===== config.mk =====
export PLATFORM = sky130hd
export DESIGN_NAME = pocket_audio_mix_sched
export DESIGN_NICKNAME = d
export VERILOG_FILES = /design/src/rtl/pocket_audio_mix_sched.sv
export SDC_FILE = /design/constraint.sdc
export NUM_CORES = 1
export LEC_CHECK = 0
export ABC_AREA = 0
export ABC_CLOCK_PERIOD_IN_PS = 6200
export BUFFER_PORTS_ARGS = -buffer_cell sky130_fd_sc_hd__buf_2
export CORE_MARGIN = 2
export CORE_UTILIZATION = 33
export DETAILED_ROUTE_END_ITERATION = 16
export GPL_TIMING_DRIVEN = 0
export PLACE_DENSITY = 0.57
export SETUP_SLACK_MARGIN = 0.2
export SLEW_MARGIN = 20
export SYNTH_ARGS = -nofsm -noshare
export SYNTH_HDL_FRONTEND = slang
export SYNTH_SLANG_ARGS = --single-unit

===== constraint.sdc =====
create_clock -name iCLK -period 6.2 [get_ports iCLK]
set_input_delay 1.55 -clock iCLK [delete_from_list [all_inputs] [get_ports iCLK]]
set_output_delay 1.55 -clock iCLK [all_outputs]
set_load 0.05 [all_outputs]

===== src/rtl/pocket_audio_mix_sched.sv =====
// rtl/pocket_audio_mix_sched.sv - 48 kHz sample scheduler and volume mixer feeding the I2S serializer
// Optional POCKET_MIX_CLIPCNT_EN adds an 8-bit saturating CLIP_CNT output.
module pocket_audio_mix_sched #(
  parameter int NCH      = 4,
  parameter int BITS     = 16,
  parameter int VOL_BITS = 4,
  parameter int CLK_HZ   = 74250000,
  parameter int RATE_HZ  = 48000
) (
  input  logic                     iCLK,
  input  logic                     iRST_N,
  input  logic [NCH-1:0]           CH_REQ,
  input  logic [NCH*BITS-1:0]      CH_DATA,
  output logic [NCH-1:0]           CH_ACK,
  input  logic [NCH*VOL_BITS-1:0]  CH_VOL,
  input  logic                     MUTE,
  output logic signed [BITS-1:0]   AUDIO_OUT,
  output logic                     SAMPLE_STB,
`ifdef POCKET_MIX_CLIPCNT_EN
  output logic [7:0]               CLIP_CNT,
`endif
  output logic                     OVERRUN
);

  localparam int ACC_W = $clog2(CLK_HZ + RATE_HZ);
  localparam int IDX_W = (NCH > 1) ? $clog2(NCH) : 1;
  localparam int SUM_W = BITS + VOL_BITS + $clog2(NCH) + 1;
  localparam logic [ACC_W-1:0] RATE_C = ACC_W'(RATE_HZ);
  localparam logic [ACC_W-1:0] CLK_C  = ACC_W'(CLK_HZ);
  localparam logic signed [SUM_W-1:0] SAT_HI = {{(SUM_W-BITS+1){1'b0}}, {(BITS-1){1'b1}}};
  localparam logic signed [SUM_W-1:0] SAT_LO = ~SAT_HI;

  typedef enum logic [1:0] {IDLE, SCAN, MIX, OUT} state_t;

  state_t                      state;
  state_t                      state_n;
  logic [ACC_W-1:0]            acc;
  logic [ACC_W-1:0]            nxt;
  logic                        tick;
  logic                        pending;
  logic [IDX_W-1:0]            idx;
  logic                        last;
  logic signed [SUM_W-1:0]     sum;
  logic signed [SUM_W-1:0]     shifted;
  logic signed [BITS-1:0]      clamped;
  logic signed [VOL_BITS:0]    vol_s;
  logic signed [BITS+VOL_BITS:0] prod;
  logic signed [BITS-1:0]      hold [NCH];

  // Acc always stays below CLK_HZ, so acc + RATE_HZ fits in ACC_W bits.
  assign nxt  = acc + RATE_C;
  assign tick = (nxt >= CLK_C);
  assign last = (idx == IDX_W'(NCH - 1));

  assign vol_s   = signed'({1'b0, CH_VOL[idx*VOL_BITS +: VOL_BITS]});
  assign prod    = hold[idx] * vol_s;
  assign shifted = sum >>> (VOL_BITS - 1);

  always_comb begin
    clamped = shifted[BITS-1:0];
    if (shifted > SAT_HI) begin
      clamped = SAT_HI[BITS-1:0];
    end else if (shifted < SAT_LO) begin
      clamped = SAT_LO[BITS-1:0];
    end
  end

  always_ff @(posedge iCLK) begin
    if (!iRST_N) begin
      state <= IDLE;
    end else begin
      state <= state_n;
    end
  end

  always_comb begin
    state_n = state;
    CH_ACK  = '0;
    case (state)
      IDLE: if (tick || pending) state_n = SCAN;
      SCAN: begin
        CH_ACK[idx] = CH_REQ[idx];
        if (last) state_n = MIX;
      end
      MIX:  if (last) state_n = OUT;
      OUT:  state_n = IDLE;
      default: state_n = IDLE;
    endcase
  end

  always_ff @(posedge iCLK) begin
    if (!iRST_N) begin
      acc        <= '0;
      pending    <= 1'b0;
      OVERRUN    <= 1'b0;
      idx        <= '0;
      sum        <= '0;
      AUDIO_OUT  <= '0;
      SAMPLE_STB <= 1'b0;
      for (int i = 0; i < NCH; i++) hold[i] <= '0;
`ifdef POCKET_MIX_CLIPCNT_EN
      CLIP_CNT   <= 8'd0;
`endif
    end else begin
      acc        <= tick ? (nxt - CLK_C) : nxt;
      SAMPLE_STB <= 1'b0;
      // A tick that lands mid-frame is remembered; a second one is lost.
      if (tick && state != IDLE) begin
        pending <= 1'b1;
        if (pending) OVERRUN <= 1'b1;
      end
      case (state)
        IDLE: begin
          if (tick || pending) begin
            idx     <= '0;
            sum     <= '0;
            pending <= tick && pending;
          end
        end
        SCAN: begin
          if (CH_REQ[idx]) hold[idx] <= CH_DATA[idx*BITS +: BITS];
          idx <= last ? '0 : idx + IDX_W'(1);
        end
        MIX: begin
          sum <= sum + SUM_W'(prod);
          idx <= last ? '0 : idx + IDX_W'(1);
        end
        OUT: begin
          AUDIO_OUT  <= MUTE ? '0 : clamped;
          SAMPLE_STB <= 1'b1;
`ifdef POCKET_MIX_CLIPCNT_EN
          if ((shifted > SAT_HI || shifted < SAT_LO) && CLIP_CNT != 8'hFF)
            CLIP_CNT <= CLIP_CNT + 8'd1;
`endif
        end
        default: ;
      endcase
    end
  end

endmodule


Word level (Yosys, flattened, before mapping)
Memory sizes are Yosys's and may differ from the RTL's. A register that Yosys moved wholly into a read port is not among the register bits.
Index checks and enable logic that the tools add are counted.
- magnitude comparators: 5
- eq/ne operators: 7
- bitwise logic cells: 1
- multiply operators: 1
- add/subtract/negate cells: 4
- reduce and logical (&&, ||, !) cells: 14
- div/mod/pow operators: 0
- mux-type cells: 32
- shift operators: 2
- operator list (operator ; count):
    $mux W16 ; 4
    $shiftx A64 B7 Y16 ; 1
    $pmux W23 S2 ; 1
    $add A27 B16 Y27 const B ; 1
    $ge A27 B27 Y1 const B ; 1
    $mux W27 ; 1
    $sub A27 B27 Y27 const B ; 1
    $add A23 B21 Y23 ; 1
    $mux W23 ; 1
    $mul A16 B5 Y21 ; 1
    $gt A20 B16 Y1 const B ; 1
    $lt A20 B16 Y1 const B ; 1
    $mux W2 ; 8
    $reduce_or A16 Y1 ; 1
    $shiftx A16 B5 Y4 ; 1
    $mux W1 ; 12
    $pmux W2 S4 ; 1
    $eq A2 B2 Y1 const B ; 3
    $ne A2 B2 Y1 const B ; 3
    $reduce_and A2 Y1 ; 3
    $reduce_bool A2 Y1 ; 3
    $and A4 B4 Y4 ; 1
    $mux W4 ; 1
    $pmux W2 S2 ; 1
    other kinds (11) ; 13
- latch bits: 0
- input bits: 87
- RAM bits: 64
- ROM bits: 0
- bits in registers: 73
- memories: 1
- logic and storage cells: 75
- memory list (memory ; depth ; bits a word ; read ports ; clocked after memory_dff ; write ports ; line ; RTL):
    hold ; 4 ; 16 ; 1 ; 1 ; 4 ; 48 ; logic signed [BITS-1:0] hold [NCH];

Longest topological paths before layout
Gate-level depths: netlist (run 1).
- word-level depth: 8
- gate-level depth with buffers: 20
- gate-level depth less buffers: 18

Least setup slack after synthesis (run 1)
OpenSTA, ideal clock, no wires.
- path type: input -> register
- from: input port CH_VOL[13]
- to: register sum[22]
- path slack: 48 ps
- required time: 6126 ps
- stages: 18
- library setup time: 74 ps
- arrival: 6078 ps
- path through: mux4_2 clkbuf_1 and2_1 fa_1 inv_1 fa_1 fa_1 inv_1 ha_1 nor2b_1 o31a_1 o221a_2 a21o_1 a31oi_1 o21ai_0 a2111oi_0 nor3_1 o21ai_0
- longest elaborated chain between the ends: 4
- RTL lines (item ; line ; RTL):
    start: declaration ; 15 ; input logic [NCH*VOL_BITS-1:0] CH_VOL,
    $shiftx A16 B5 Y4 ; 55 ; assign vol_s = signed'({1'b0, CH_VOL[idx*VOL_BITS +: VOL_BITS]});
    $mul A16 B5 Y21 ; 56 ; assign prod = hold[idx] * vol_s;
    $add A23 B21 Y23 ; 125 ; sum <= sum + SUM_W'(prod);
    $pmux W23 S2 ; 112 ; case (state)
    end signal: assignment ; 125 ;
    end: declaration ; 43 ; logic signed [SUM_W-1:0] sum;
No other way between the ends.
A chain may end at the register's enable or synchronous reset.

Worst setup path in the final report (run 1)
- from: input port CH_VOL[12]
- to: register sum[16]
Same word-level chain as after synthesis.

==> results.json, run 1 <==
{
  "antenna_found_initial": 0,
  "vdd_drop_max_mv": 0.171,
  "cp-start-kind": "input pin",
  "dp_hpwl_um": 21200,
  "yosys_warnings": 0,
  "drv_slew": 0,
  "ys_types": 71,
  "syn-mean-instance-area_um2": 9.94,
  "post-place-ws_ns": -0.480,
  "total_power_mw": 2.51,
  "layout_worst_path_cycle_share_pct": 94.6,
  "worst_pin_slew_ns": 0.869,
  "grt_max_degree": 17,
  "arrival_ns": 6.17,
  "crit_type": "input pin to flip-flop",
  "max_freq_ghz": 0.170,
  "path_max_fanout": 10,
  "maxCapViolCount": 0,
  "synthCells": 1037,
  "grt_pass1_wl_um": 43900,
  "numCtsBuffers": 17,
  "wl_per_cell_um": 17.3,
  "cts_sinks": 135,
  "p_int_mw": 1.72,
  "met1_length_um": 12700,
  "route.met3.wl_um": 1050,
  "grt_pass1_vias": 8222,
  "synth_flop_cell": "dfxtp_1",
  "die_h_um": 181,
  "tritoncts": "built",
  "synthArstFlopShare_pct": 0,
  "comb_power_share_pct": 22.8,
  "powerDensity_mw_per_mm2": 209,
  "numPortBuffers": 108,
  "drc": 0,
  "fin_util_pct": 39.2,
  "drt_first_pass_iters": 5,
  "crit_path_frequent_cell": "fa_1",
  "critPathLaunch": "CH_VOL[12]",
  "dr_total_vias": 7986,
  "io-pin-count": 109,
  "hold_class": "flip-flop to flip-flop",
  "clk_latency_ns": 0.44,
  "p_sw_uw": 798,
  "rows": 64,
  "cpMaxStageDelayCell": "mux4_2",
  "dieArea_mm2": 0.0327,
  "drtAntennaViolNets": 0,
  "cts_buffer_depth": 2,
  "place.gp.congestion": 0.808,
  "cp_cell_sequence": "buf_2 > mux4_2 > buf_6 > and2_1 > fa_1 > inv_1 > fa_1 > fa_1 > inv_1 > ha_1 > nor2b_1 > o31a_1 > o221a_2 > a21o_1 > a22oi_2 > o21bai_1 > a21oi_2 > nor3_1 > a211o_1",
  "seq_power_share_pct": 39.3,
  "htreeDepth": 4,
  "hold_start": "sum[1]$_SDFFE_PN0P_",
  "clock_power_share_pct": 37.9,
  "design_area_mm2": 0.0120,
  "p_leak_nw": 5.06,
  "track_usage_pct": 17.1,
  "mostFrequentLayoutCells": "inv_1, and2_1, buf_2, dfxtp_1, edfxtp_1",
  "diodes": 0,
  "worstPathRequired_ns": 6.51,
  "fin_worst_skew_ns": 0.0244,
  "start_util_pct": 33.6,
  "wl_um": 27300,
  "critPathMaxStageDelay_ns": 0.56,
  "grt_remaining_overflow": 0,
  "clockRootBuffer": "clkbuf_16",
  "final_common_cell": "inv_1",
  "path_clk_slew_ns": 0.06,
  "syn-num-nets": 1239,
  "hold_violations": 0,
  "netlist_area_mm2": 0.0103,
  "yosysSeqAreaShare_pct": 32.4,
  "die_w_um": 181,
  "post-route-min-period_ns": 5.87,
  "drt_iter0_drc": 508,
  "setup_viol": 0,
  "drive_gt1_share_pct": 19.4,
  "via_per_inst": 5.06,
  "nNetsFinal": 1371,
  "final.setup.tns_ns": 0,
  "top_layer": "met4",
  "wl_met2_um": 12900,
  "endpoint_kind": "flip-flop",
  "status": "finished, final reports clean",
  "core_mm2": 0.0307,
  "slew_headroom_pct": 41.6,
  "cts_hold_buf": 0,
  "swShare_pct": 31.7,
  "rsz0062_at_grt": "yes",
  "synth-edff-count": 64,
  "placed_cell_area_mm2": 0.0114,
  "syn2layout_area_growth_pct": 16.7,
  "layout_setup_ws_ns": 0.334,
  "synth_seq_cells": 135
}
==> power groups by stage <==
stage	registers (mW)	clock network [mW]	logic (mW)
after detailed placement	1.01	0	0.561
after CTS	0.986	0.966	0.565
after global placement	1.01	0	0.555
after global routing	0.992	1.01	0.644
final	0.987	0.953	0.573
after floorplan	0.997	0	0.414
==> repair_timing <==
item	CTS	global route
pin swaps	0	2
hold endpoints to repair	0	0
setup buffers	2	3
gates resized for setup	7	22
endpoints found under the setup margin	11	7
==> worst max-delay path: cells and delay by family <==
| family | cells | cell delay (ns) |
|---|---|---|
| compound gates | 7 | 1.47 |
| simple gates | 3 | 0.38 |
| mux | 1 | 0.56 |
| buf+inv | 4 | 0.38 |
| fa+ha+maj | 4 | 1.82 |
==> routing by layer <==
metal  vias up  GRT usage [%]
li1       3881              -
met4         0           5.19
met1      3885           23.0
met2       191           28.6
met5         -              0
met3        29           2.54
==> worst paths after layout <==
path / cells after the start / slack (ns) / endpoint
max: 19 / 0.33 / sum[16]$_SDFFE_PN0P_
min: 2 / 0.45 / sum[1]$_SDFFE_PN0P_
max reg2reg: 19 / 0.50 / sum[16]$_SDFFE_PN0P_
min reg2reg: 2 / 0.45 / sum[1]$_SDFFE_PN0P_
==> layout make-up <==
| type | count | area, µm² |
|---|---|---|
| fill | 3064 | 18600 |
| multi-input combinational | 730 | 6360 |
| sequential | 135 | 3340 |
| timing repair buffer | 113 | 578 |
| tap | 396 | 495 |
| inverter | 122 | 458 |
| clock buffer | 17 | 425 |
| buffer | 50 | 250 |
| clock inverter | 15 | 119 |
==> registers in the layout, summed over array words and instances (netlist names), named ones only <==
register and cells:
state 2, sum 23, AUDIO_OUT 16, hold 64, acc 23, idx 2
OVERRUN 1, SAMPLE_STB 1, pending 1
==> stage by stage <==
step / instances / hold WS, ns
after detailed placement: 1541 / 0.446
after global routing: 1578 / 0.474
final: 1578 / 0.450
after floorplan: 1037 / 0.432
after global placement: 1541 / 0.447
after CTS: 1575 / 0.453
==> cell usage after synthesis (all sizes together), types with 3 or more instances <==
master	number	area (µm²)
inv	122	458
nor3	22	115
xnor2	28	245
nor2b	6	37.5
mux4	37	833
nand2	55	209
nor3b	3	27.5
a211o	6	70.1
clkbuf	35	131
or3	8	50.1
nand3	18	90.1
a211oi	5	47.5
nand2b	26	163
o21ai	40	200
o2111ai	3	26.3
a21oi	61	317
nand3b	3	22.5
and2	114	713
a31oi	9	62.6
a21o	14	105
edfxtp	64	1920
o21bai	3	22.5
o31ai	7	52.6
and3	23	144
o211ai	17	128
fa	56	1120
nor4	8	50.1
buf	15	86.3
o21a	8	61.3
nor4b	3	26.3
nor2	32	130
nand4	8	50.1
ha	59	738
o22a	3	27.5
dfxtp	71	1420
xor2	12	105
a31o	3	26.3
o32ai	4	35.0
a2111oi	4	35.0
==> cell families after synthesis <==
| kind of cell | share of synthesized area, % |
|---|---|
| buf+inv | 6.55 |
| mux | 8.18 |
| compound gates | 12.6 |
| flops | 32.4 |
| fa+ha+maj | 18.0 |
| simple gates | 18.8 |
| xor+xnor | 3.40 |
Power figures use the tool's default switching activity.
==> run 2: changes to the inputs <==
--- a/config.mk
+++ b/config.mk
@@ -7,7 +7,7 @@
 export LEC_CHECK = 0
 export ABC_AREA = 0
 export ABC_CLOCK_PERIOD_IN_PS = 6200
-export BUFFER_PORTS_ARGS = -buffer_cell sky130_fd_sc_hd__buf_2
+export BUFFER_PORTS_ARGS = -buffer_cell sky130_fd_sc_hd__buf_4
 export CORE_MARGIN = 2
 export CORE_UTILIZATION = 33
 export DETAILED_ROUTE_END_ITERATION = 16
==> run 2 against run 1 <==
Net effect:
- count of clock-buffer cells in the layout did not move
- via count is 1.4% higher
- routed wire length up 2.6%
- hold slack better by 0.0061 ns
- critical path depth shrank 1
- clock power is 23% higher
- first-iteration DRC count fell by 16%
- critical path type unchanged
- power up 9.7%
==> results.json, run 2 (synthesis gave the netlist of run 1 again) <==
{
  "status": "finished, final reports clean",
  "largest_reg_flops": 64,
  "hold_ws_ns": 0.456,
  "htreeDepth": 4,
  "slew_headroom_pct": 37.6,
  "crit_type": "input pin to flip-flop",
  "final_common_cell": "inv_1",
  "antenna_found_initial": 0,
  "track_usage_pct": 17.4,
  "worstPathRequired_ns": 6.55,
  "drc": 0,
  "drive_gt1_share_pct": 20.2,
  "arrival_ns": 6.18,
  "drv_slew": 0,
  "hold_violations": 0,
  "setup_viol": 0,
  "die_h_um": 181,
  "die_w_um": 181,
  "cp-start-kind": "input pin",
  "hold_class": "flip-flop to flip-flop",
  "tritoncts": "built",
  "start_util_pct": 33.6,
  "dieArea_mm2": 0.0327,
  "crit_path_frequent_cell": "fa_1",
  "post-route-min-period_ns": 5.83,
  "cpMaxStageDelayCell": "mux4_2",
  "endpoint_kind": "flip-flop",
  "nFillCells": 3030,
  "core_mm2": 0.0307,
  "nNetsFinal": 1376,
  "top_register": "hold",
  "via_per_inst": 5.11,
  "clk_latency_ns": 0.43,
  "wl_um": 28000,
  "rsz0062_at_grt": "yes",
  "total_power_mw": 2.76,
  "grt_pass1_wl_um": 45000,
  "dp_hpwl_um": 21500,
  "path_max_fanout": 6,
  "place.gp.congestion": 0.818,
  "numCtsBuffers": 17,
  "max_freq_ghz": 0.172,
  "numPortBuffers": 108,
  "grt_max_degree": 17,
  "drtAntennaViolNets": 0,
  "critPathMaxStageDelay_ns": 0.57,
  "r2r_slack_ns": 0.56,
  "drt_first_pass_iters": 7,
  "worst_pin_slew_ns": 0.936,
  "hold_start": "sum[2]$_SDFFE_PN0P_",
  "syn2layout_area_growth_pct": 21.4,
  "mostFrequentLayoutCells": "inv_1, buf_4, and2_1, dfxtp_1, edfxtp_1",
  "fin_worst_skew_ns": 0.0184,
  "layout_worst_path_cycle_share_pct": 94.0,
  "diodes": 0,
  "final.setup.tns_ns": 0,
  "grt_remaining_overflow": 0,
  "grt_pass1_vias": 8410,
  "wl_per_cell_um": 17.7,
  "largest_registers": "hold (64), acc (23), sum (23)",
  "maxCapViolCount": 0,
  "powerDensity_mw_per_mm2": 220,
  "rows": 64,
  "cp_cell_sequence": "buf_4 > mux4_2 > buf_4 > and2_1 > fa_1 > fa_1 > inv_1 > fa_1 > inv_1 > ha_1 > or3_1 > o221a_4 > a21o_4 > a31oi_4 > o21ai_4 > a2111oi_4 > nor3_1 > o21ai_0",
  "clockRootBuffer": "clkbuf_16",
  "io-pin-count": 109,
  "vdd_drop_max_mv": 0.173,
  "path_clk_slew_ns": 0.06,
  "critPathLaunch": "CH_VOL[12]",
  "cts_sinks": 135,
  "cts_buffer_depth": 2,
  "dr_total_vias": 8096,
  "drt_iter0_drc": 428,
  "p_leak_nw": 5.23
}
==> run 2: cell types whose count changed in the layout (fill, tap and decap cells not counted), moves of 2 or more <==
cell,change
inv_6,-3
inv_8,+2
nor3_2,+2
buf_4,+112
bufinv_16,+5
ha_1,-2
buf_2,-107
nor3_1,-2
==> run 2: through the flow <==
stage               utilization [%]  setup slack [ns]  area [µm²]  std cells
global placement               38.0            -0.498       11600       1541
finish                         40.8             0.373       12500       1583
CTS                            40.2             0.212       12300       1575
floorplan                         -             0.252       10300       1037
detailed placement             38.0            -0.540       11600       1541
global route                   40.8             0.168       12500       1583
==> run 2: repair_timing <==
item,CTS,global route
setup buffers,2,7
hold buffers,0,0
setup endpoints to repair,12,9
gates resized for setup,10,30
cloned,0,1
pin swaps,0,8
==> run 2: where the power goes <==
part / switching [mW] / internal, mW / total [mW]
sequential: 0.0241 / 0.963 / 0.987
clock: 0.441 / 0.726 / 1.17
combinational: 0.347 / 0.255 / 0.602
==> run 2: final cells by class <==
class                           count  area, µm²  area share [%]
Multi-Input combinational cell    730       6420            51.3
Clock buffer                       17        425            3.40
Inverter                          122        458            3.66
Buffer                             50        246            1.97
Clock inverter                     15        240            1.92
Timing Repair Buffer              118        883            7.06
Tap cell                          396        495            3.96
Sequential cell                   135       3340            26.7
==> run 2: path summary, 6_finish.rpt <==
check	end	cells past startpoint
setup / recovery	sum[22]$_SDFFE_PN0P_	18
hold / removal	sum[2]$_SDFFE_PN0P_	2
hold reg to reg	sum[2]$_SDFFE_PN0P_	2
setup reg to reg	sum[22]$_SDFFE_PN0P_	19
==> run 2: layer usage <==
| layer | GRT usage (%) | vias to the layer above | wire (µm) |
|---|---|---|---|
| met3 | 2.90 | 27 | 1120 |
| met5 | 0 | - | 0 |
| met1 | 23.5 | 3994 | 13100 |
| met4 | 4.39 | 0 | 413 |
| li1 | - | 3902 | - |
| met2 | 28.9 | 173 | 13300 |
==> run 2: critical path: cells and delay by family <==
family | cells | cell delay (ns)
AO/OA/AOI/OAI | 6 | 1.28
multiplexers | 1 | 0.57
adder cells (fa/ha/maj) | 4 | 1.73
AND/OR/NAND/NOR | 3 | 0.61
buffers and inverters | 4 | 0.43
